===== src/rtl/edge_pkg.sv =====
// rtl/edge_pkg.sv - shared state encoding and width helpers for the Sobel edge stream
package edge_pkg;

  // Frame sequencing states
  typedef enum logic [2:0] {
    IDLE  = 3'd0,
    RUN   = 3'd1,
    FLUSH = 3'd2,
    DRAIN = 3'd3,
    DONE  = 3'd4
  } edge_state_t;

  localparam int DEF_PIX_W = 8;

  // Signed gradient width: |G| <= 4*(2^PIX_W-1) plus a sign bit
  function automatic int grad_width(input int pix_w);
    return pix_w + 4;
  endfunction

  // Unsigned magnitude width: |Gx|+|Gy| <= 8*(2^PIX_W-1)
  function automatic int mag_width(input int pix_w);
    return pix_w + 3;
  endfunction

endpackage


===== src/rtl/edge_line_buf.sv =====
// rtl/edge_line_buf.sv - DEPTH-deep pixel delay line advanced by an enable
module edge_line_buf import edge_pkg::*; #(
  parameter int PIX_W = DEF_PIX_W,
  parameter int DEPTH = 64
) (
  input  logic             clk,
  input  logic             reset,
  input  logic             en,
  input  logic [PIX_W-1:0] din,
  output logic [PIX_W-1:0] dout
);

  localparam int AW = (DEPTH > 1) ? $clog2(DEPTH) : 1;
  localparam logic [AW-1:0] PTR_LAST = AW'(DEPTH - 1);

  logic [PIX_W-1:0] mem [DEPTH];
  logic [AW-1:0]    ptr;

  // The slot about to be overwritten holds the sample pushed DEPTH pushes ago
  assign dout = mem[ptr];

  // Circular write pointer; its phase is irrelevant, only the DEPTH-push distance matters
  always_ff @(posedge clk) begin
    if (reset) begin
      ptr <= '0;
    end else if (en) begin
      ptr <= (ptr == PTR_LAST) ? '0 : ptr + AW'(1);
    end
  end

  // Storage needs no reset: stale contents only ever reach border positions
  always_ff @(posedge clk) begin
    if (en) begin
      mem[ptr] <= din;
    end
  end

endmodule


===== src/rtl/edge_sobel_stream.sv =====
// rtl/edge_sobel_stream.sv - streaming 3x3 Sobel edge detector; EDGE_MAG_OUT_EN selects saturated magnitude output
module edge_sobel_stream import edge_pkg::*; #(
  parameter int PIX_W = DEF_PIX_W,
  parameter int IMG_W = 64,
  parameter int IMG_H = 64
) (
  input  logic             clk,
  input  logic             reset,
  input  logic             start,
  input  logic [PIX_W+2:0] T,
  input  logic             in_valid,
  input  logic [PIX_W-1:0] in_pix,
  output logic             in_ready,
  output logic             out_valid,
  output logic [PIX_W-1:0] out_pix,
  input  logic             out_ready,
  output logic             busy,
  output logic             ready_out
);

  localparam int GRAD_W = grad_width(PIX_W);
  localparam int MAG_W  = mag_width(PIX_W);
  localparam int CW     = $clog2(IMG_W);
  localparam int RW     = $clog2(IMG_H);
  localparam int FW     = $clog2(IMG_W + 2);

  localparam logic [CW-1:0] COL_LAST   = CW'(IMG_W - 1);
  localparam logic [RW-1:0] ROW_LAST   = RW'(IMG_H - 1);
  localparam logic [FW-1:0] FILL_FULL  = FW'(IMG_W + 1);
  localparam logic [FW-1:0] FLUSH_LAST = FW'(IMG_W);

  edge_state_t state, state_nx;

  logic             adv;
  logic             accept;
  logic             inject;
  logic             shift;
  logic             frame_start;
  logic             fill_full;
  logic             last_pix;
  logic             flush_last;
  logic             drain_done;

  logic [MAG_W-1:0] t_q;
  logic [RW-1:0]    in_row, c_row;
  logic [CW-1:0]    in_col, c_col;
  logic [FW-1:0]    fill_cnt, flush_cnt;

  logic [PIX_W-1:0] sample, lb0_out, lb1_out;
  logic [PIX_W-1:0] p00, p01, p02, p10, p11, p12, p20, p21, p22;

  logic             v0, border0;
  logic             v1, border1;
  logic signed [GRAD_W-1:0] gx, gy, gx_q, gy_q;
  logic [GRAD_W-1:0] abs_gx, abs_gy, mag;
  logic [PIX_W-1:0]  res_pix;

  // Whole pipeline moves together whenever the output register can take a new value
  assign adv         = !out_valid || out_ready;
  assign shift       = accept || inject;
  assign frame_start = (state == IDLE) && start;
  assign fill_full   = (fill_cnt == FILL_FULL);
  assign last_pix    = (in_row == ROW_LAST) && (in_col == COL_LAST);
  assign flush_last  = (flush_cnt == FLUSH_LAST);
  // Last result is the only valid item left once stages 0 and 1 are empty in DRAIN
  assign drain_done  = out_valid && out_ready && !v1 && !v0;
  assign sample      = inject ? '0 : in_pix;

  // State register
  always_ff @(posedge clk) begin
    if (reset) begin
      state <= IDLE;
    end else begin
      state <= state_nx;
    end
  end

  // Next-state and handshake decode
  always_comb begin
    state_nx  = state;
    in_ready  = 1'b0;
    busy      = 1'b1;
    ready_out = 1'b0;
    accept    = 1'b0;
    inject    = 1'b0;
    case (state)
      IDLE: begin
        busy = 1'b0;
        if (start) state_nx = RUN;
      end
      RUN: begin
        in_ready = adv;
        accept   = adv && in_valid;
        if (accept && last_pix) state_nx = FLUSH;
      end
      FLUSH: begin
        inject = adv;
        if (adv && flush_last) state_nx = DRAIN;
      end
      DRAIN: begin
        if (drain_done) state_nx = DONE;
      end
      DONE: begin
        ready_out = 1'b1;
        state_nx  = IDLE;
      end
      default: begin
        busy     = 1'b0;
        state_nx = IDLE;
      end
    endcase
  end

  // Threshold is frozen for the whole frame at start
  always_ff @(posedge clk) begin
    if (reset) begin
      t_q <= '0;
    end else if (frame_start) begin
      t_q <= T;
    end
  end

  // Input raster position, window fill level, centre position and flush count
  always_ff @(posedge clk) begin
    if (reset || frame_start) begin
      in_row    <= '0;
      in_col    <= '0;
      c_row     <= '0;
      c_col     <= '0;
      fill_cnt  <= '0;
      flush_cnt <= '0;
    end else begin
      if (accept) begin
        if (in_col == COL_LAST) begin
          in_col <= '0;
          in_row <= in_row + RW'(1);
        end else begin
          in_col <= in_col + CW'(1);
        end
      end
      if (inject) begin
        flush_cnt <= flush_cnt + FW'(1);
      end
      if (shift) begin
        if (fill_full) begin
          if (c_col == COL_LAST) begin
            c_col <= '0;
            c_row <= c_row + RW'(1);
          end else begin
            c_col <= c_col + CW'(1);
          end
        end else begin
          fill_cnt <= fill_cnt + FW'(1);
        end
      end
    end
  end

  edge_line_buf #(.PIX_W(PIX_W), .DEPTH(IMG_W)) u_lb0 (
    .clk   (clk),
    .reset (reset),
    .en    (shift),
    .din   (sample),
    .dout  (lb0_out)
  );

  edge_line_buf #(.PIX_W(PIX_W), .DEPTH(IMG_W)) u_lb1 (
    .clk   (clk),
    .reset (reset),
    .en    (shift),
    .din   (lb0_out),
    .dout  (lb1_out)
  );

  // 3x3 window: newest sample enters bottom-right, older rows come from the line buffers
  always_ff @(posedge clk) begin
    if (shift) begin
      p00 <= p01;  p01 <= p02;  p02 <= lb1_out;
      p10 <= p11;  p11 <= p12;  p12 <= lb0_out;
      p20 <= p21;  p21 <= p22;  p22 <= sample;
    end
  end

  // Stage 0 valid: window centre is a real position once IMG_W+1 samples have entered
  always_ff @(posedge clk) begin
    if (reset) begin
      v0      <= 1'b0;
      border0 <= 1'b0;
    end else if (adv) begin
      v0 <= shift && fill_full;
      if (shift && fill_full) begin
        border0 <= (c_row == '0) || (c_row == ROW_LAST) ||
                   (c_col == '0) || (c_col == COL_LAST);
      end
    end
  end

  function automatic logic signed [GRAD_W-1:0] wid(input logic [PIX_W-1:0] p);
    return $signed({{(GRAD_W-PIX_W){1'b0}}, p});
  endfunction

  // Sobel kernels over the current window
  always_comb begin
    gx = (wid(p02) + wid(p12) + wid(p12) + wid(p22)) -
         (wid(p00) + wid(p10) + wid(p10) + wid(p20));
    gy = (wid(p20) + wid(p21) + wid(p21) + wid(p22)) -
         (wid(p00) + wid(p01) + wid(p01) + wid(p02));
  end

  // Stage 1: registered gradients
  always_ff @(posedge clk) begin
    if (reset) begin
      v1      <= 1'b0;
      border1 <= 1'b0;
      gx_q    <= '0;
      gy_q    <= '0;
    end else if (adv) begin
      v1      <= v0;
      border1 <= border0;
      gx_q    <= gx;
      gy_q    <= gy;
    end
  end

  // Magnitude and output decision; magnitude kept at gradient width so compares see every bit
`ifdef EDGE_MAG_OUT_EN
  localparam logic [GRAD_W-1:0] PIX_MAX = GRAD_W'((1 << PIX_W) - 1);
`endif
  always_comb begin
    abs_gx  = gx_q[GRAD_W-1] ? $unsigned(-gx_q) : $unsigned(gx_q);
    abs_gy  = gy_q[GRAD_W-1] ? $unsigned(-gy_q) : $unsigned(gy_q);
    mag     = abs_gx + abs_gy;
`ifdef EDGE_MAG_OUT_EN
    res_pix = (mag > PIX_MAX) ? '1 : mag[PIX_W-1:0];
`else
    res_pix = (mag > {{(GRAD_W-MAG_W){1'b0}}, t_q}) ? '1 : '0;
`endif
    if (border1) begin
      res_pix = '0;
    end
  end

  // Stage 2: output register
  always_ff @(posedge clk) begin
    if (reset) begin
      out_valid <= 1'b0;
      out_pix   <= '0;
    end else if (adv) begin
      out_valid <= v1;
      out_pix   <= v1 ? res_pix : '0;
    end
  end

endmodule


===== config.mk =====
export PLATFORM = sky130hd
export DESIGN_NAME = edge_sobel_stream
export DESIGN_NICKNAME = d
export VERILOG_FILES = /design/src/rtl/edge_pkg.sv /design/src/rtl/edge_line_buf.sv /design/src/rtl/edge_sobel_stream.sv
export SDC_FILE = /design/constraint.sdc
export NUM_CORES = 1
export LEC_CHECK = 0
export ABC_AREA = 1
export CAP_MARGIN = 10
export CELL_PAD_IN_SITES_DETAIL_PLACEMENT = 2
export CELL_PAD_IN_SITES_GLOBAL_PLACEMENT = 2
export CORE_ASPECT_RATIO = 0.75
export CORE_MARGIN = 3
export CORE_UTILIZATION = 48
export DETAILED_ROUTE_END_ITERATION = 7
export PLACE_DENSITY_LB_ADDON = 0.1
export SLEW_MARGIN = 20
export SYNTH_ARGS = -nofsm -noshare
export SYNTH_HDL_FRONTEND = slang
export SYNTH_SLANG_ARGS = --single-unit

===== constraint.sdc =====
create_clock -name clk -period 8.1 [get_ports clk]
set_clock_uncertainty 0.2 [all_clocks]
set_input_delay 1.62 -clock clk [delete_from_list [all_inputs] [get_ports clk]]
set_output_delay 1.62 -clock clk [all_outputs]
set_load 0.01 [all_outputs]

**After elaboration in Yosys (flattened, before gate mapping)**

Memories as Yosys holds them, arrays and structs flattened. A register that Yosys moved wholly into a read port is not among the register bits.
Cells that the tools add are included.

- Output and inout port bits: 12
- Flip-flop bits (word level): 165
- Memory bits (writable): 1024
- Word-level logic and storage cells: 123
- Memories: 2
- Bits of input ports: 24

- Equality and inequality tests: 16
- Bitwise logic cells: 1
- Reductions and logical operators: 28
- Order comparisons: 1
- Add/sub/neg operators: 25
- Muxes and demuxes: 24

Memory list:

| memory | words | width | read ports | clocked after memory_dff | wr ports | RTL line | RTL |
|---|---|---|---|---|---|---|---|
| u_lb0.mem | 64 | 8 | 1 | 1 | 1 | edge_line_buf.sv:16 | `logic [PIX_W-1:0] mem [DEPTH];` |
| u_lb1.mem | 64 | 8 | 1 | 1 | 1 | edge_line_buf.sv:16 |  |

Operators by type and width:

| operator | count |
|---|---|
| 10-bit by 8-bit adder with 11-bit output | 4 |
| 9-bit by 8-bit adder with 10-bit output | 4 |
| 6-bit by 1-bit adder with 6-bit output (second input constant) | 6 |
| 8-bit by 8-bit adder with 9-bit output | 4 |
| 6-bit == test (second input constant) | 6 |
| 6-bit 2-to-1 mux | 6 |
| 8-bit 2-to-1 mux | 4 |
| 12-bit 2-to-1 mux | 2 |
| 12-bit negation | 2 |
| 11-bit by 11-bit subtractor with 12-bit output | 2 |
| 7-bit by 1-bit adder with 7-bit output (second input constant) | 2 |
| 7-bit == test (second input constant) | 2 |
| 12-bit adder | 1 |
| 12-bit by 11-bit greater-than comparator with 1-bit output | 1 |
| 6-bit zero test | 2 |
| 3-bit 2-to-1 mux | 4 |
| 3-bit one-hot mux with 4 select lines | 1 |
| 1-bit logical AND | 9 |
| 2-bit != test (second input constant) | 4 |
| 2-bit AND reduction | 4 |
| 1-bit 2-to-1 mux | 7 |
| 3-bit by 2-bit == test with 1-bit output (second input constant) | 2 |
| 1-bit logical OR | 6 |
| 4-bit AND reduction | 1 |
| 7 further kinds | 9 |

**Logic depth before layout (Yosys ltp)**

- Word-level depth: 7
- Depth in mapped cells: 26
- Mapped depth without buffers: 26

**By module**

From an unflattened synthesis, not the netlist that was laid out.

- Cell total of the unflattened synthesis: 4734
- Area total of the unflattened synthesis: 52566.7 µm²

Modules (own cells, without submodules):

| module | instances | area an instance (µm²) | sequential area each (µm²) | cells each |
|---|---|---|---|---|
| edge_line_buf (u_lb1) | 1 | 21498.1 | 15615.0 | 1849 |
| edge_line_buf (u_lb0) | 1 | 21496.9 | 15615.0 | 1848 |
| edge_sobel_stream | 1 | 9571.7 | 3803.6 | 1037 |

**Least setup slack after synthesis**

OpenSTA, ideal clock, no wires.

- Path kind: input -> register
- From: in out_ready
- To: mem u_lb1.mem[0][0] (netlist name) (enable)
- Stages on the path: 8
- Path buffers: 2
- Slack: 3.559 ns
- Library setup time: 0.372 ns
- Required time: 7.528 ns
- Data arrival time: 3.970 ns
- Cells stage by stage: nor2_1 buf_4 nor2_2 nor2_4 inv_2 buf_2 nand2_1 nor2_1

- Longest elaborated chain between the ends: 6
- Elaborated cells between the ends (all ways): 7
- Classes of those cells: mux: 4; reduce/logical: 3

Ends and longest elaborated chain:

| element | RTL line | RTL |
|---|---|---|
| from (decl) | edge_sobel_stream.sv:16 | `input logic out_ready,` |
| 1-bit logical OR (*) | edge_sobel_stream.sv:59 | `assign adv = !out_valid \|\| out_ready;` |
| 1-bit logical AND | edge_sobel_stream.sv:93 | `accept = adv && in_valid;` |
| 1-bit 2-to-1 mux | edge_sobel_stream.sv:86 | `case (state)` |
| 1-bit logical OR (*) | edge_sobel_stream.sv:60 | `assign shift = accept \|\| inject;` |
| named net shift | edge_sobel_stream.sv:37 | `logic shift;` |
| 1-bit 2-to-1 mux (*) | edge_line_buf.sv:33 | `if (en) begin` |
| 1-bit 2-to-1 mux (implied by the code) (*) | edge_line_buf.sv:34 | `mem[ptr] <= din;` |
| to (decl) | edge_line_buf.sv:16 |  |

Mark *: on every way through the listed nets, which the timed path passes. The rest lies on a longest branch.

==> results.txt <==
----------------------------------------------------
[Synthesis]
  Net Count, Synth ... 4,232
  Sequential fraction of the synthesis area ... 69.9%
  Post-synthesis area per instance ... 12.3 um^2
  Synth warnings ... 0
  Area of the mapped netlist ... 0.0500 mm^2
  Cells after synthesis ... 4,077
  Unique masters post-synth ... 56
  Fraction of registers with async set or reset after synthesis ... 0%
  Post-synth EDFFs ... 1,096
  Number of synthesized register bits ... 1,196
  Ys flop type ... sky130_fd_sc_hd__edfxtp_1

[Drt]
  Remaining antenna violation count after routing ... 0
  First-pass iteration count of the detailed router ... 5
  Detail-routed via count per cell ... 6.53
  Via count ... about 36k
  Number of design rule violations left after detail routing ... 0
  Post-Route WL ... 192,000 um
  First DRT Iteration DRCs ... 5,091
  WL/cell ... 34.9 um

[Clocking]
  Number of buffers created by CTS ... 117
  Insertion delay of the later-clocked pin in the worst-skew pair ... 0.76 ns
  Sink Count ... 1,196
  Post-CTS Setup Inserts ... 0
  Clock transition at path regs ... 0.07 ns
  Clock root buffer master ... sky130_fd_sc_hd__clkbuf_16
  Clock tree from TritonCTS ... yes
  Max Buffers Root-to-Sink ... 3
  H-tree levels ... 3
  Post-cts resize count ... 0
  Hold_buf cts ... 0

[Finish]
  Design area ... between 0.05 and 0.06 mm^2
  Synth-to-Final Area Change ... 10.7%
  # diodes ... 0
  Layout cells sized above 1 ... 6.86%
  Number of nets in the finished design ... approximately 4.2k

[STA]
  Max-Slew Margin vs Limit ... 24.1%
  Summed negative setup slack over all endpoints ... 0 ns
  Hold Vio Cnt, Final ... 0
  Final setup violating endpoints ... 0
  Portion of the clock cycle consumed by the worst path in the final layout ... a little over two thirds
  Number of max-slew violations in the final report ... 0
  Unrepaired setup endpoints after global routing ... no
  Max Clk Rate ... approximately 0.18 GHz
  Worst Hold Margin ... around 0.25 ns
  Transition at the pin with the smallest max-transition slack ... 1.14 ns
  Post-layout minimum cycle time ... 5.64 ns

[Pwr]
  Power per cell area ... 509 mW/mm^2
  Peak supply drop ... 0.000501 V
  Static Leak ... 19.2 nW

[Floorplan]
  Die height ... 285 um
  Starting utilization of the core area ... between 40% and 50%
  Total Die Area ... approximately 0.11 mm^2
  Number of top-level design ports ... 36
  Site Rows ... 101
  Die W ... approximately 380 um
  Core area ... 0.102 mm^2

[Placed design]
  Routability congestion estimate ... 0.834
  Placed wire-length estimate ... 115,000 um
  Placed Instance Area ... 0.0515 mm^2
  I/O Buffers ... 35

[Setup path]
  Arrival @ worst endpoint ... 5.84 ns
  Cell chain of the critical path ... clkinv_2, buf_4, o21ai_0, o22ai_1, nand2_1, nand2_1, a21oi_1, o21ai_1, nand3_1, nand2_2, buf_4
  Crit-path max cell delay ... 1.03 ns
  Req. time, crit path ... slightly above 8 ns
  Sort of element at the start of the critical path ... register
  Maximum fanout along the worst path ... 66
  Setup crit end kind ... register
  Slowest library cell on the worst path ... sky130_fd_sc_hd__clkinv_2
  Critical Setup Path Class ... register to register
  Depth of the worst register-to-register path ... 11

[Hold path]
  Worst min-delay path class ... register to register
  Instance count along the most critical hold path ... 0

[Global route]
  Total routing usage reported by global routing ... 35.7%
  Maximum number of pins on one net before global-route repair ... 130
  Total global routing overflow ... 0
  First-pass GRT wire length ... 280,000 um
  Via count of the first global-routing pass ... 38.1k
  Antenna violations before repair ... 6

[Job]
  Max-cap viol count ... 0

[Run status]
  Status ... completed

----------------------------------------------------
-- flip-flops by register name (all words and copies together), names as in the netlist, 11 cells and up, named ones only --
name       flops
u_lb0.mem    512
u_lb1.mem    512
gx_q          12
gy_q          12
t_q           11
-- cells in the mapped netlist (8+ instances only) --
| cell type | instances | share of area (%) |
|---|---|---|
| sky130_fd_sc_hd__o21ai_0 | 383 | 3.8 |
| sky130_fd_sc_hd__o21ai_1 | 38 | 0.38 |
| sky130_fd_sc_hd__xnor2_1 | 8 | 0.14 |
| sky130_fd_sc_hd__nand3_1 | 83 | 0.83 |
| sky130_fd_sc_hd__ha_1 | 68 | 1.7 |
| sky130_fd_sc_hd__a22o_1 | 19 | 0.33 |
| sky130_fd_sc_hd__buf_4 | 14 | 0.21 |
| sky130_fd_sc_hd__nand4_1 | 50 | 0.63 |
| sky130_fd_sc_hd__inv_1 | 272 | 2.0 |
| sky130_fd_sc_hd__o2111ai_1 | 17 | 0.30 |
| sky130_fd_sc_hd__o22ai_1 | 127 | 1.6 |
| sky130_fd_sc_hd__o211ai_1 | 16 | 0.24 |
| sky130_fd_sc_hd__xor2_1 | 36 | 0.63 |
| sky130_fd_sc_hd__a22oi_1 | 47 | 0.71 |
| sky130_fd_sc_hd__a21oi_1 | 136 | 1.4 |
| sky130_fd_sc_hd__buf_2 | 60 | 0.60 |
| sky130_fd_sc_hd__nor3_1 | 32 | 0.32 |
| sky130_fd_sc_hd__inv_2 | 17 | 0.13 |
| sky130_fd_sc_hd__nor2_1 | 519 | 3.9 |
| sky130_fd_sc_hd__clkbuf_1 | 109 | 0.82 |
| sky130_fd_sc_hd__nand2_1 | 652 | 4.9 |
| sky130_fd_sc_hd__dfxtp_1 | 100 | 4.0 |
| sky130_fd_sc_hd__edfxtp_1 | 1096 | 66 |
| sky130_fd_sc_hd__a221oi_1 | 24 | 0.42 |
| sky130_fd_sc_hd__fa_1 | 63 | 2.5 |
-- per-stage QoR --
stage | setup WS [ns] | cells | power (mW) | utilization, %
detailed placement | 2.71 | 5301 | 21.7 | 50.4
CTS | 2.67 | 5521 | 28.0 | 54.1
global route | 2.42 | 5521 | 29.7 | 54.1
global placement | 2.91 | 5301 | 20.6 | 50.4
finish | 2.46 | 5521 | 28.1 | 54.1
floorplan | 3.56 | 4077 | 16.8 | -
-- area by class of cell --
| class | instances | area, um^2 |
|---|---|---|
| fill | 9599 | 46900 |
| clock buffer | 146 | 3090 |
| sequential | 1196 | 34900 |
| multi-input combinational | 2397 | 13200 |
| timing repair buffer | 77 | 678 |
| clock inverter | 74 | 666 |
| inverter | 292 | 1110 |
| tap | 1339 | 1680 |
-- worst paths after layout --
path                            startpoint          endpoint  slack (ns)
worst max-delay path              register  u_lb1.mem[21][1]        2.46
worst min-delay path                p11[2]            p10[2]        0.25
worst max register to register    register  u_lb1.mem[21][1]        2.46
worst min register to register      p11[2]            p10[2]        0.25
-- critical path, delay by kind of cell (launching register included) --
| family | cells | cell delay (ns) |
|---|---|---|
| buf+inv | 3 | 2.32 |
| simple gates | 4 | 1.02 |
| flops | 1 | 0.84 |
| compound gates | 4 | 0.80 |
-- cells in the final DEF, fill, tap and decap left out, drive strengths merged, types with 57 or more instances in the layout --
cell	count
o21ai	421
nand4	57
nand3	89
fa	63
clkinv	65
a21oi	136
nor2	528
o22ai	127
inv	285
ha	68
dfxtp	100
clkbuf	146
edfxtp	1096
nand2	655
-- per-layer routing --
layer / track usage (%) / wire [um] / vias up
met5: 0 / 51 / -
met4: 11.9 / 7290 / 8
met3: 6.44 / 16500 / 476
met2: 58.4 / 92700 / 2213
met1: 48.2 / 75900 / 18800
li1: - / - / 14544
-- logic make-up after synthesis --
| logic type | Yosys count | synth area share, % |
|---|---|---|
| compound gates | 839 | 9.66 |
| xor+xnor | 44 | 0.771 |
| fa+ha+maj | 131 | 4.23 |
| buf+inv | 484 | 3.92 |
| flops | 1196 | 69.9 |
| simple gates | 1383 | 11.5 |
-- report_power, final --
group | total (mW) | internal [mW] | switching, mW
clock network | 5.65 | 3.00 | 2.65
logic | 14.0 | 4.25 | 9.76
registers | 8.48 | 8.08 | 0.395
total | 28.1 | 15.3 | 12.8
Note: power is estimated with default switching activity, not from simulation.
